**src/rtl/instr_fetch_unit.sv**
```systemverilog
// Fetch unit: turns a text-segment byte PC into an instruction-memory word index,
// runs a req/ack memory read and hands the instruction to decode via valid/ready.
module instr_fetch_unit #(
  parameter int          DATA_WIDTH = 32,
  parameter int          ADDR_WIDTH = 10,
  parameter logic [31:0] TEXT_BASE  = 32'h0040_0000,
  parameter int          TIMEOUT    = 15
) (
  input  logic                  i_clk,
  input  logic                  i_rst,
  input  logic                  i_fetch_start,
  input  logic [31:0]           i_pc_in,
  output logic                  o_mem_req,
  output logic [ADDR_WIDTH-1:0] o_mem_addr,
  input  logic                  i_mem_ack,
  input  logic [DATA_WIDTH-1:0] i_mem_rdata,
  output logic [DATA_WIDTH-1:0] o_instr,
  output logic [31:0]           o_instr_pc,
  output logic                  o_instr_valid,
  input  logic                  i_instr_ready,
  output logic                  o_busy,
  output logic                  o_fault,
  output logic [1:0]            o_fault_code,
  input  logic                  i_fault_clr
);

  localparam logic [DATA_WIDTH-1:0] NOP_INSTR = DATA_WIDTH'(32'h0000_0013);
  localparam logic [1:0] FC_NONE     = 2'b00;
  localparam logic [1:0] FC_MISALIGN = 2'b01;
  localparam logic [1:0] FC_RANGE    = 2'b10;
  localparam logic [1:0] FC_TIMEOUT  = 2'b11;

  typedef enum logic [1:0] {S_IDLE, S_REQ, S_HOLD, S_FAULT} state_t;

  state_t                r_state;
  logic                  r_mem_req;
  logic [ADDR_WIDTH-1:0] r_mem_addr;
  logic [DATA_WIDTH-1:0] r_instr;
  logic [31:0]           r_instr_pc;
  logic                  r_instr_valid;
  logic                  r_busy;
  logic                  r_fault;
  logic [1:0]            r_fault_code;
  logic [31:0]           r_held_pc;
  logic [7:0]            r_cnt;

  logic                  w_launch;
  logic [1:0]            w_pc_code;
  logic [ADDR_WIDTH-1:0] w_pc_idx;

  // Misalignment has priority over range; the range test uses the full 32-bit offset.
  function automatic logic [1:0] pc_fault(input logic [31:0] pc);
    logic [31:0] d;
    d = pc - TEXT_BASE;
    if (pc[1:0] != 2'b00) return FC_MISALIGN;
    if ((pc < TEXT_BASE) || ((d >> (ADDR_WIDTH + 2)) != 32'd0)) return FC_RANGE;
    return FC_NONE;
  endfunction

  function automatic logic [ADDR_WIDTH-1:0] word_index(input logic [31:0] pc);
    logic [31:0] d;
    d = pc - TEXT_BASE;
    return d[ADDR_WIDTH+1:2];
  endfunction

  assign w_pc_code = pc_fault(i_pc_in);
  assign w_pc_idx  = word_index(i_pc_in);
  assign w_launch  = i_fetch_start &&
                     ((r_state == S_IDLE) || ((r_state == S_HOLD) && i_instr_ready));

  always_ff @(posedge i_clk) begin
    if (i_rst) begin
      r_state       <= S_IDLE;
      r_mem_req     <= 1'b0;
      r_mem_addr    <= '0;
      r_instr       <= NOP_INSTR;
      r_instr_pc    <= TEXT_BASE;
      r_instr_valid <= 1'b0;
      r_busy        <= 1'b0;
      r_fault       <= 1'b0;
      r_fault_code  <= FC_NONE;
      r_held_pc     <= TEXT_BASE;
      r_cnt         <= 8'd0;
    end else begin
      unique case (r_state)
        S_IDLE: begin
        end
        S_REQ: begin
          // An ack on the timeout cycle still wins.
          if (i_mem_ack) begin
            r_instr       <= i_mem_rdata;
            r_instr_pc    <= r_held_pc;
            r_instr_valid <= 1'b1;
            r_mem_req     <= 1'b0;
            r_state       <= S_HOLD;
          end else if (r_cnt == 8'(TIMEOUT)) begin
            r_mem_req    <= 1'b0;
            r_fault      <= 1'b1;
            r_fault_code <= FC_TIMEOUT;
            r_state      <= S_FAULT;
          end else begin
            r_cnt <= r_cnt + 8'd1;
          end
        end
        S_HOLD: begin
          if (i_instr_ready) begin
            r_instr_valid <= 1'b0;
            r_busy        <= 1'b0;
            r_state       <= S_IDLE;
          end
        end
        S_FAULT: begin
          if (i_fault_clr) begin
            r_fault      <= 1'b0;
            r_fault_code <= FC_NONE;
            r_busy       <= 1'b0;
            r_state      <= S_IDLE;
          end
        end
        default: r_state <= S_IDLE;
      endcase

      // Acceptance from IDLE or a back-to-back handoff from HOLD overrides the above.
      if (w_launch) begin
        r_busy <= 1'b1;
        if (w_pc_code != FC_NONE) begin
          r_fault      <= 1'b1;
          r_fault_code <= w_pc_code;
          r_state      <= S_FAULT;
        end else begin
          r_held_pc  <= i_pc_in;
          r_mem_addr <= w_pc_idx;
          r_mem_req  <= 1'b1;
          r_cnt      <= 8'd0;
          r_state    <= S_REQ;
        end
      end
    end
  end

  assign o_mem_req     = r_mem_req;
  assign o_mem_addr    = r_mem_addr;
  assign o_instr       = r_instr;
  assign o_instr_pc    = r_instr_pc;
  assign o_instr_valid = r_instr_valid;
  assign o_busy        = r_busy;
  assign o_fault       = r_fault;
  assign o_fault_code  = r_fault_code;

endmodule

```
**config.mk**
```make
export PLATFORM = sky130hd
export DESIGN_NAME = instr_fetch_unit
export DESIGN_NICKNAME = d
export VERILOG_FILES = /design/src/rtl/instr_fetch_unit.sv
export SDC_FILE = /design/constraint.sdc
export NUM_CORES = 1
export LEC_CHECK = 0
export BUFFER_PORTS_ARGS = -buffer_cell sky130_fd_sc_hd__buf_2
export CORE_ASPECT_RATIO = 0.9
export CORE_MARGIN = 2
export CORE_UTILIZATION = 30
export DETAILED_ROUTE_END_ITERATION = 6
export PLACE_DENSITY_LB_ADDON = 0.08
export SYNTH_ARGS = -nofsm -noshare
export SYNTH_HDL_FRONTEND = slang
export SYNTH_SLANG_ARGS = --single-unit
```
**constraint.sdc**
```tcl
create_clock -name i_clk -period 2.5 [get_ports i_clk]
set_clock_uncertainty 0.1 [all_clocks]
set_input_delay 0.5 -clock i_clk [delete_from_list [all_inputs] [get_ports i_clk]]
set_output_delay 0.5 -clock i_clk [all_outputs]
set_load 0.02 [all_outputs]
```
==> flow_summary.json, run 1 <==
{
  "r2r_start": "r_state[0]$_SDFFE_PP0P_",
  "relSlewSlack_pct": 25.8,
  "arrival_ns": 2.37,
  "cp_max_fo": 21,
  "tritoncts": "done",
  "floorplan.rows": 40,
  "synth.most_common_cell": "nand2_1",
  "fp.dieW_um": 127,
  "cts.sink_count": 112,
  "place_congestion": 0.764,
  "seqCellArea_sq_mm": 0.00224,
  "antenna_left": 0,
  "placed_area_sq_mm": 0.00493,
  "preCtsSetupSlack_ns": -0.0710,
  "synth_ff_type": "dfxtp_1",
  "clock_latency_ns": 0.35,
  "post-route-period-util_pct": 87.4,
  "cts_setup_buffers": 0,
  "dr.first_iter.drc_count": 171,
  "antenna_found_initial": 0,
  "totalWireLength_mm": 10.1,
  "cap_viol_max_count": 0,
  "setup-violations-final": 0,
  "start_util_pct": 30.5,
  "multiInputGateArea_sq_mm": 0.00162,
  "yosysUniqueCellTypes": 41,
  "post_drt_via_cell_ratio": 4.58,
  "cp-end-kind": "flip-flop",
  "grt_usage_pct": 13.9,
  "finalCriticalPeriod_ns": 2.19,
  "grt_max_degree": 54,
  "worst_slew_pin_slew_ns": 1.11,
  "hp-class": "primary input to flip-flop",
  "maxSlewViolCount": 0,
  "synthArstFlopShare_pct": 0,
  "power.density_mw_per_mm2": 678,
  "yosys.area.top_type": "dfxtp_1",
  "p_leak_nw": 2.22,
  "area_delta_synth_final_pct": 28.1,
  "hold_violations": 0,
  "numCtsBuffers": 9,
  "peakVddDrop_uv": 361,
  "yosysSeqAreaShare_pct": 55.2,
  "synthesis.nets": 545,
  "path_class": "flip-flop to flip-flop",
  "holdBufCountCts": 0,
  "synthTopCellsByArea": "dfxtp_1 (55%), nand2_1 (13%), a21oi_1 (8.5%)",
  "dpl.hpwl_mm": 6.74,
  "die-area_sq_mm": 0.0145,
  "syn_area_sq_mm": 0.00406,
  "drive_gt1_share_pct": 29.3,
  "wire_per_inst_um": 13.0,
  "synth-edff-count": 0,
  "cts_max_level": 3,
  "crit_start": "r_state[0]$_SDFFE_PP0P_",
  "holdWs_ns": 0.264,
  "vias": 3557,
  "cts_root_buf": "clkbuf_16",
  "drt_first_pass_iters": 4,
  "gr-total-overflow": 0,
  "cts_resized": 0,
  "grt_pass1_wl_mm": 16.1,
  "synth_cells": 474,
  "grt_pass1_vias": 3317,
  "num_antenna_cells": 0,
  "fmax_mhz": 458,
  "fin_ws_ns": 0.315,
  "final_util_pct": 39.1,
  "drcViolationCount": 0,
  "ys_seq_elements": 112,
  "cp.required_ns": 2.69,
  "worstHoldStart": "i_mem_rdata[4]",
  "core_area_sq_mm": 0.0133,
  "die_h_um": 114,
  "design_area_sq_mm": 0.00520,
  "n_fill_cell": 1374,
  "portBuffers": 149,
  "num_io_pins": 150,
  "nNetsFinal": 675,
  "yosys-top-cells-count": "nand2_1 (139), dfxtp_1 (112), a21oi_1 (69), and2_1 (23), clkbuf_1 (23)",
  "synth_top_area_share_pct": 55.2,
  "status": "finished clean",
  "clk_pin_slew_ns": 0.07,
  "synth_warnings": 0,
  "cts.path.max_buffers": 2,
  "start_kind": "flip-flop",
  "syn-mean-instance-area_sq_um": 8.57,
  "rsz0062_at_grt": "no"
}
power by group:
| group | total (mW) | switching [mW] | internal (mW) |
|---|---|---|---|
| Clock | 1.35 | 0.648 | 0.703 |
| Sequential | 1.85 | 0.0253 | 1.82 |
| Combinational | 0.329 | 0.205 | 0.124 |
| Total | 3.53 | 0.879 | 2.65 |
logic make-up after synthesis:
| group | Yosys count | share of synthesized area (%) |
|---|---|---|
| AND/OR/NAND/NOR | 217 | 24.1 |
| buffers and inverters | 42 | 5.11 |
| flip-flops | 112 | 55.2 |
| adder cells (fa/ha/maj) | 1 | 0.308 |
| multiplexers | 11 | 2.71 |
| XOR/XNOR | 5 | 1.08 |
| AO/OA/AOI/OAI | 86 | 11.5 |
sequential cells by signal (all words and copies together) (netlist names):
| register | cells |
|---|---|
| r_state | 2 |
| o_instr_valid | 1 |
| o_fault | 1 |
| r_cnt | 8 |
| o_instr_pc | 32 |
| o_mem_addr | 9 |
| o_instr | 32 |
| o_fault_code | 2 |
| o_busy | 1 |
| o_mem_req | 1 |
| r_held_pc | 23 |
worst max-delay path, stage by stage, from the launching register on:
cell and delay [ns]:
dfxtp_1 0.54, nor2b_1 0.12, o21ai_0 0.16, nor4_4 0.12
nor2_1 0.85, and2_1 0.24
metrics by stage:
step	instances	total power, mW	setup TNS [ns]
2_1_floorplan	474	2.08	0
3_3_place_gp	761	2.22	-1.02
3_5_place_dp	761	2.22	-1.44
4_1_cts	776	3.60	0
5_1_grt	776	3.70	0
6_report	776	3.53	0
placed cells by master (no fill, tap or decap), drive strengths merged, types with 5 or more instances in the layout:
master  instances
nor4            5
dfxtp         112
and2           23
clkbuf         11
mux2i          11
o21ai           5
a21oi          69
nor2           22
buf           158
nand3           6
nand2         139
area by class of cell:
type / count / share of cell area (%)
Clock inverter: 4 / 0.577
Clock buffer: 11 / 4.66
Sequential cell: 112 / 43.1
Inverter: 3 / 0.216
Timing Repair Buffer: 158 / 16.4
Multi-Input combinational cell: 320 / 31.1
Tap cell: 168 / 4.04
final timing paths:
kind                                                     to  slack, ns  depth (start not counted)
worst max-delay path             r_held_pc[29]$_SDFFE_PP0P_       0.31                          5
worst min-delay path                o_instr[4]$_SDFFE_PP1P_       0.26                          3
worst max register to register   r_held_pc[29]$_SDFFE_PP0P_       0.31                          5
worst min register to register  o_instr_pc[29]$_SDFFE_PP0P_       0.34                          2
metal layers:
layer  vias up  global-route usage [%]  share of wire [%]
met1      1660                    16.8                 46
met3        11                    5.09                5.1
met2        69                    23.3                 47
li1       1817                       -                  -
met5         -                       0                  0
met4         0                    4.62                1.3
No activity file was read; power rests on OpenSTA's default activity.
==> run 2, diff against run 1 <==
- ABC_AREA: unset -> 1
==> flow_summary.json, run 2 <==
{
  "area_delta_synth_final_pct": 27.2,
  "dpl.hpwl_mm": 6.99,
  "synth_cells": 550,
  "r2r_start": "r_state[0]$_SDFFE_PP0P_",
  "hp-class": "primary input to flip-flop",
  "holdBufCountCts": 0,
  "core_area_sq_mm": 0.0140,
  "syn_area_sq_mm": 0.00425,
  "synth_ff_type": "dfxtp_1",
  "maxSlewViolCount": 0,
  "p_leak_nw": 2.83,
  "synth_warnings": 0,
  "cp.required_ns": 2.68,
  "grt_pass1_vias": 3512,
  "antenna_found_initial": 0,
  "num_antenna_cells": 0,
  "vias": 3767,
  "clk_pin_slew_ns": 0.07,
  "num_io_pins": 150,
  "die_h_um": 117,
  "grt_usage_pct": 14.0,
  "ff2ff_path_depth": 7,
  "synth_top_area_share_pct": 52.8,
  "cp-end-kind": "flip-flop",
  "fmax_mhz": 546,
  "cts_setup_buffers": 0,
  "numCtsBuffers": 9,
  "setup-violations-final": 0,
  "wire_per_inst_um": 11.8,
  "antenna_left": 0,
  "drt_first_pass_iters": 4,
  "portBuffers": 149,
  "preCtsSetupSlack_ns": 0.484,
  "drive_gt1_share_pct": 27.2,
  "peakVddDrop_uv": 445,
  "die-area_sq_mm": 0.0151,
  "clock_latency_ns": 0.35,
  "rsz0062_at_grt": "no",
  "start_kind": "flip-flop",
  "status": "finished clean",
  "totalWireLength_mm": 10.3,
  "finalCriticalPeriod_ns": 1.83,
  "start_util_pct": 30.5,
  "hold_violations": 0,
  "power_mw": 4.46,
  "yosys-top-cells-count": "nor2_1 (150), dfxtp_1 (112), o21ai_0 (67), nand2_1 (49), inv_1 (47)",
  "synthArstFlopShare_pct": 0,
  "grt_max_degree": 77,
  "yosysSeqAreaShare_pct": 52.8,
  "place_congestion": 0.793,
  "floorplan.rows": 41,
  "stdcell_count": 877,
  "worst_slew_pin_slew_ns": 0.703,
  "dr.first_iter.drc_count": 115,
  "nNetsFinal": 750,
  "cts_root_buf": "clkbuf_16",
  "gr-total-overflow": 0,
  "cp_max_fo": 76,
  "post_drt_via_cell_ratio": 4.30,
  "design_area_sq_mm": 0.00541,
  "fin_ws_ns": 0.668,
  "place_inst": 861,
  "drcViolationCount": 0,
  "syn-mean-instance-area_sq_um": 7.73,
  "cts_max_level": 3,
  "placed_area_sq_mm": 0.00509,
  "fp.dieW_um": 129,
  "tritoncts": "done",
  "final_common_cell": "nor2_1",
  "yosys.area.top_type": "dfxtp_1",
  "synthesis.nets": 621,
  "post-route-period-util_pct": 73.3,
  "final_cell_mix": "nor2_1 (150), buf_2 (149), dfxtp_1 (112)",
  "synthTopCellsByArea": "dfxtp_1 (53%), nor2_1 (13%), o21ai_0 (7.9%)",
  "cts.sink_count": 112,
  "tns_ns": 0,
  "ys_seq_elements": 112,
  "holdPathStages": 3,
  "worstHoldStart": "i_mem_rdata[1]",
  "grt_pass1_wl_mm": 16.7,
  "yosysUniqueCellTypes": 29,
  "power.density_mw_per_mm2": 824,
  "cap_viol_max_count": 0,
  "relSlewSlack_pct": 53.1,
  "crit_start": "r_state[0]$_SDFFE_PP0P_",
  "synth.most_common_cell": "nor2_1",
  "arrival_ns": 2.01,
  "cts_resized": 0,
  "path_class": "flip-flop to flip-flop",
  "cts.path.max_buffers": 2,
  "synth-edff-count": 0
}
## run 2: cell type report
cell class | instances | area (sq um)
Clock inverter | 5 | 81.3
Timing Repair Buffer | 155 | 816
Tap cell | 193 | 241
Clock buffer | 11 | 233
Multi-Input combinational cell | 349 | 1600
Inverter | 52 | 195
Sequential cell | 112 | 2240
Fill cell | 1498 | 8550
## run 2: stage by stage
stage                     util (%)  hold WS [ns]
after floorplan                  -         0.315
after global placement        36.5         0.327
after detailed placement      36.5         0.331
after CTS                     38.7         0.242
after global routing          38.7         0.246
final                         38.7         0.256
## run 2: metal layers
layer,wire [um],share of wire [%],global-route usage (%)
met5,0,0,0
met4,240,2.3,6.02
met3,557,5.4,4.36
met2,4780,46,22.8
met1,4760,46,17.1
## run 2: logic make-up (layout without fill, tap and decap cells)
family	Yosys count	count (layout)	share of synthesized area, %
DFF	112	112	52.8
AOI/OAI and AO/OA	92	92	11.1
adders and majority gates	1	1	0.294
buffers and inverters	89	223	9.66
xor gates and xnor gates	6	6	1.24
and+or+nand+nor	250	250	25.0
## run 2: worst max-delay path: stages, from the launching register on
cell and delay, ns:
dfxtp_1 0.39, inv_2 0.08, nor2_4 0.11, inv_2 0.08
nor2_4 0.09, buf_4 0.58, o21ai_0 0.19, a21oi_1 0.14
## run 2: path summary, 6_finish.rpt
check	to	slack, ns
max	o_instr_pc[8]$_SDFFE_PP0P_	0.67
min	o_instr[1]$_SDFFE_PP1P_	0.26
max reg2reg	o_instr_pc[8]$_SDFFE_PP0P_	0.67
min reg2reg	r_held_pc[0]$_SDFFE_PP0P_	0.34
## run 2: power by group
group	switching, mW	total [mW]	internal (mW)
combinational	0.586	0.870	0.285
sequential	0.0937	2.05	1.96
clock	0.653	1.53	0.880
total	1.33	4.46	3.12
==> run 3, diff against run 2 <==
- clock period: 2.5 -> 1.55 ns (I/O delays scaled with it)
==> flow_summary.json, run 3 (synthesis gave the netlist of run 2 again) <==
{
  "start_kind": "flip-flop",
  "floorplan.rows": 41,
  "holdPathStages": 3,
  "hold_violations": 0,
  "place_inst": 872,
  "stdcell_count": 902,
  "n_fill_cell": 1471,
  "gr-total-overflow": 0,
  "path_class": "flip-flop to flip-flop",
  "worst_slew_pin_slew_ns": 0.281,
  "nNetsFinal": 775,
  "cp_max_fo": 4,
  "cts.sink_count": 112,
  "post-route-period-util_pct": 95.4,
  "rsz0062_at_grt": "yes",
  "drcViolationCount": 0,
  "vias": 3963,
  "cts.path.max_buffers": 2,
  "power.density_mw_per_mm2": 1250,
  "arrival_ns": 1.64,
  "clk_pin_slew_ns": 0.08,
  "totalWireLength_mm": 11.2,
  "rrSetupSlack_ns": 0.07,
  "ff2ff_path_depth": 8,
  "power_mw": 7.31,
  "final_cell_mix": "buf_2 (149), nor2_1 (147), dfxtp_1 (105)",
  "dpl.hpwl_mm": 7.29,
  "r2r_start": "r_cnt[4]$_SDFF_PP0_",
  "clock_latency_ns": 0.35,
  "setup-violations-final": 0,
  "antenna_found_initial": 0,
  "core_area_sq_mm": 0.0140,
  "slowest_delay_ns": 0.33,
  "portBuffers": 149,
  "area_delta_synth_final_pct": 37.3,
  "design_area_sq_mm": 0.00583,
  "hp-class": "primary input to flip-flop",
  "drt_first_pass_iters": 4,
  "grt_pass1_vias": 3769,
  "relSlewSlack_pct": 81.2,
  "grt_max_degree": 54,
  "die_h_um": 117,
  "holdBufCountCts": 0,
  "cts_max_level": 3,
  "final_util_pct": 41.8,
  "worstHoldStart": "i_mem_rdata[18]",
  "maxSlewViolCount": 0,
  "status": "finished clean",
  "die-area_sq_mm": 0.0151,
  "cts_root_buf": "clkbuf_16",
  "post_drt_via_cell_ratio": 4.39,
  "cp-end-kind": "flip-flop",
  "place_congestion": 0.839,
  "hold_end": "o_instr[18]$_SDFFE_PP0P_",
  "num_io_pins": 150,
  "fp.dieW_um": 129,
  "placed_area_sq_mm": 0.00524,
  "wire_per_inst_um": 12.5,
  "p_leak_nw": 3.03,
  "r2r_end": "r_state[1]$_SDFFE_PP0P_",
  "antenna_left": 0,
  "finalCriticalPeriod_ns": 1.48,
  "grt_pass1_wl_mm": 17.4,
  "cp.required_ns": 1.71,
  "tns_ns": 0,
  "fmax_mhz": 676,
  "dr.first_iter.drc_count": 110,
  "numCtsBuffers": 9,
  "tritoncts": "done",
  "start_util_pct": 30.5,
  "num_antenna_cells": 0,
  "drive_gt1_share_pct": 32.9,
  "multiInputGateArea_sq_mm": 0.00168,
  "final_common_cell": "buf_2",
  "critical-path-slowest-cell": "dfxtp_2",
  "path_cells": "inv_2 > nand4_1 > o21ai_2 > nand2_2 > nor2_2 > nand3_1 > nand2_1 > inv_1",
  "seqCellArea_sq_mm": 0.00225,
  "peakVddDrop_uv": 835,
  "grt_usage_pct": 14.5,
  "cap_viol_max_count": 0
}
==> run 3: changes by cell type in the layout (fill, tap and decap cells not counted), moves of 4 or more <==
| cell | delta |
|---|---|
| dfxtp_1 | -7 |
| buf_12 | +6 |
| inv_1 | -4 |
| clkbuf_16 | +4 |
| buf_4 | +12 |
| dfxtp_2 | +6 |
==> run 3: timing repair <==
item	CTS	global route
resized for setup	3	31
buffers inserted	1	9
gates cloned	0	4
pin swaps	3	14
hold endpoints to repair	0	0
endpoints found under the setup margin	5	86
==> run 3: how the worst max path moves through the flow <==
stage | start | end | slack [ns] | cells after the start
2_1_floorplan | r_cnt[0]$_SDFF_PP0_ | r_state[1]$_SDFFE_PP0P_ | 0.03 | 8
3_3_place_gp | i_pc_in[22] | o_mem_addr[6]$_SDFFE_PP0P_ | -0.09 | 8
3_5_place_dp | i_pc_in[25] | o_mem_addr[8]$_SDFFE_PP0P_ | -0.10 | 9
4_1_cts | r_state[0]$_SDFFE_PP0P_ | o_fault_code[0]$_SDFF_PP0_ | 0.003 | 8
5_1_grt | r_cnt[0]$_SDFF_PP0_ | r_cnt[7]$_SDFF_PP0_ | -0.08 | 7
6_report | r_cnt[4]$_SDFF_PP0_ | r_state[1]$_SDFFE_PP0P_ | 0.07 | 8
==> run 3: area by class of cell <==
| cell class | instances | share of cell area, % |
|---|---|---|
| inverters | 52 | 3.39 |
| clock inverters | 7 | 1.33 |
| flip-flops and latches | 112 | 38.6 |
| multi-input cells | 349 | 28.8 |
| repair buffers | 180 | 19.9 |
| well taps | 193 | 4.14 |
| clock buffers | 9 | 3.86 |
==> run 3: layer usage <==
metal	track usage (%)	share of wire, %	vias to the layer above
li1	-	-	2038
met1	16.9	45	1824
met2	25.3	49	85
met3	5.27	5.0	16
met4	4.01	1.2	0
met5	0	0	-
==> run 3: power breakdown <==
part | switching [mW] | internal [mW] | total (mW) | leakage [nW]
sequential | 0.145 | 3.17 | 3.31 | 0.913
combinational | 1.02 | 0.601 | 1.62 | 1.97
clock | 1.10 | 1.27 | 2.38 | 0.147
==> run 3: stage by stage <==
stage	worst slack [ns]	hold WS, ns
after global placement	-0.0917	0.323
after CTS	0.00323	0.0510
after global routing	-0.0760	0.0680
after detailed placement	-0.100	0.329
after floorplan	0.0348	0.279
final	0.0710	0.0679
==> run 3: critical path: cells and delay by family (launching register included) <==
kind                   cells  cell delay (ns)
AO/OA/AOI/OAI              1             0.27
buffers and inverters      2             0.09
flip-flops                 1             0.33
AND/OR/NAND/NOR            5             0.59
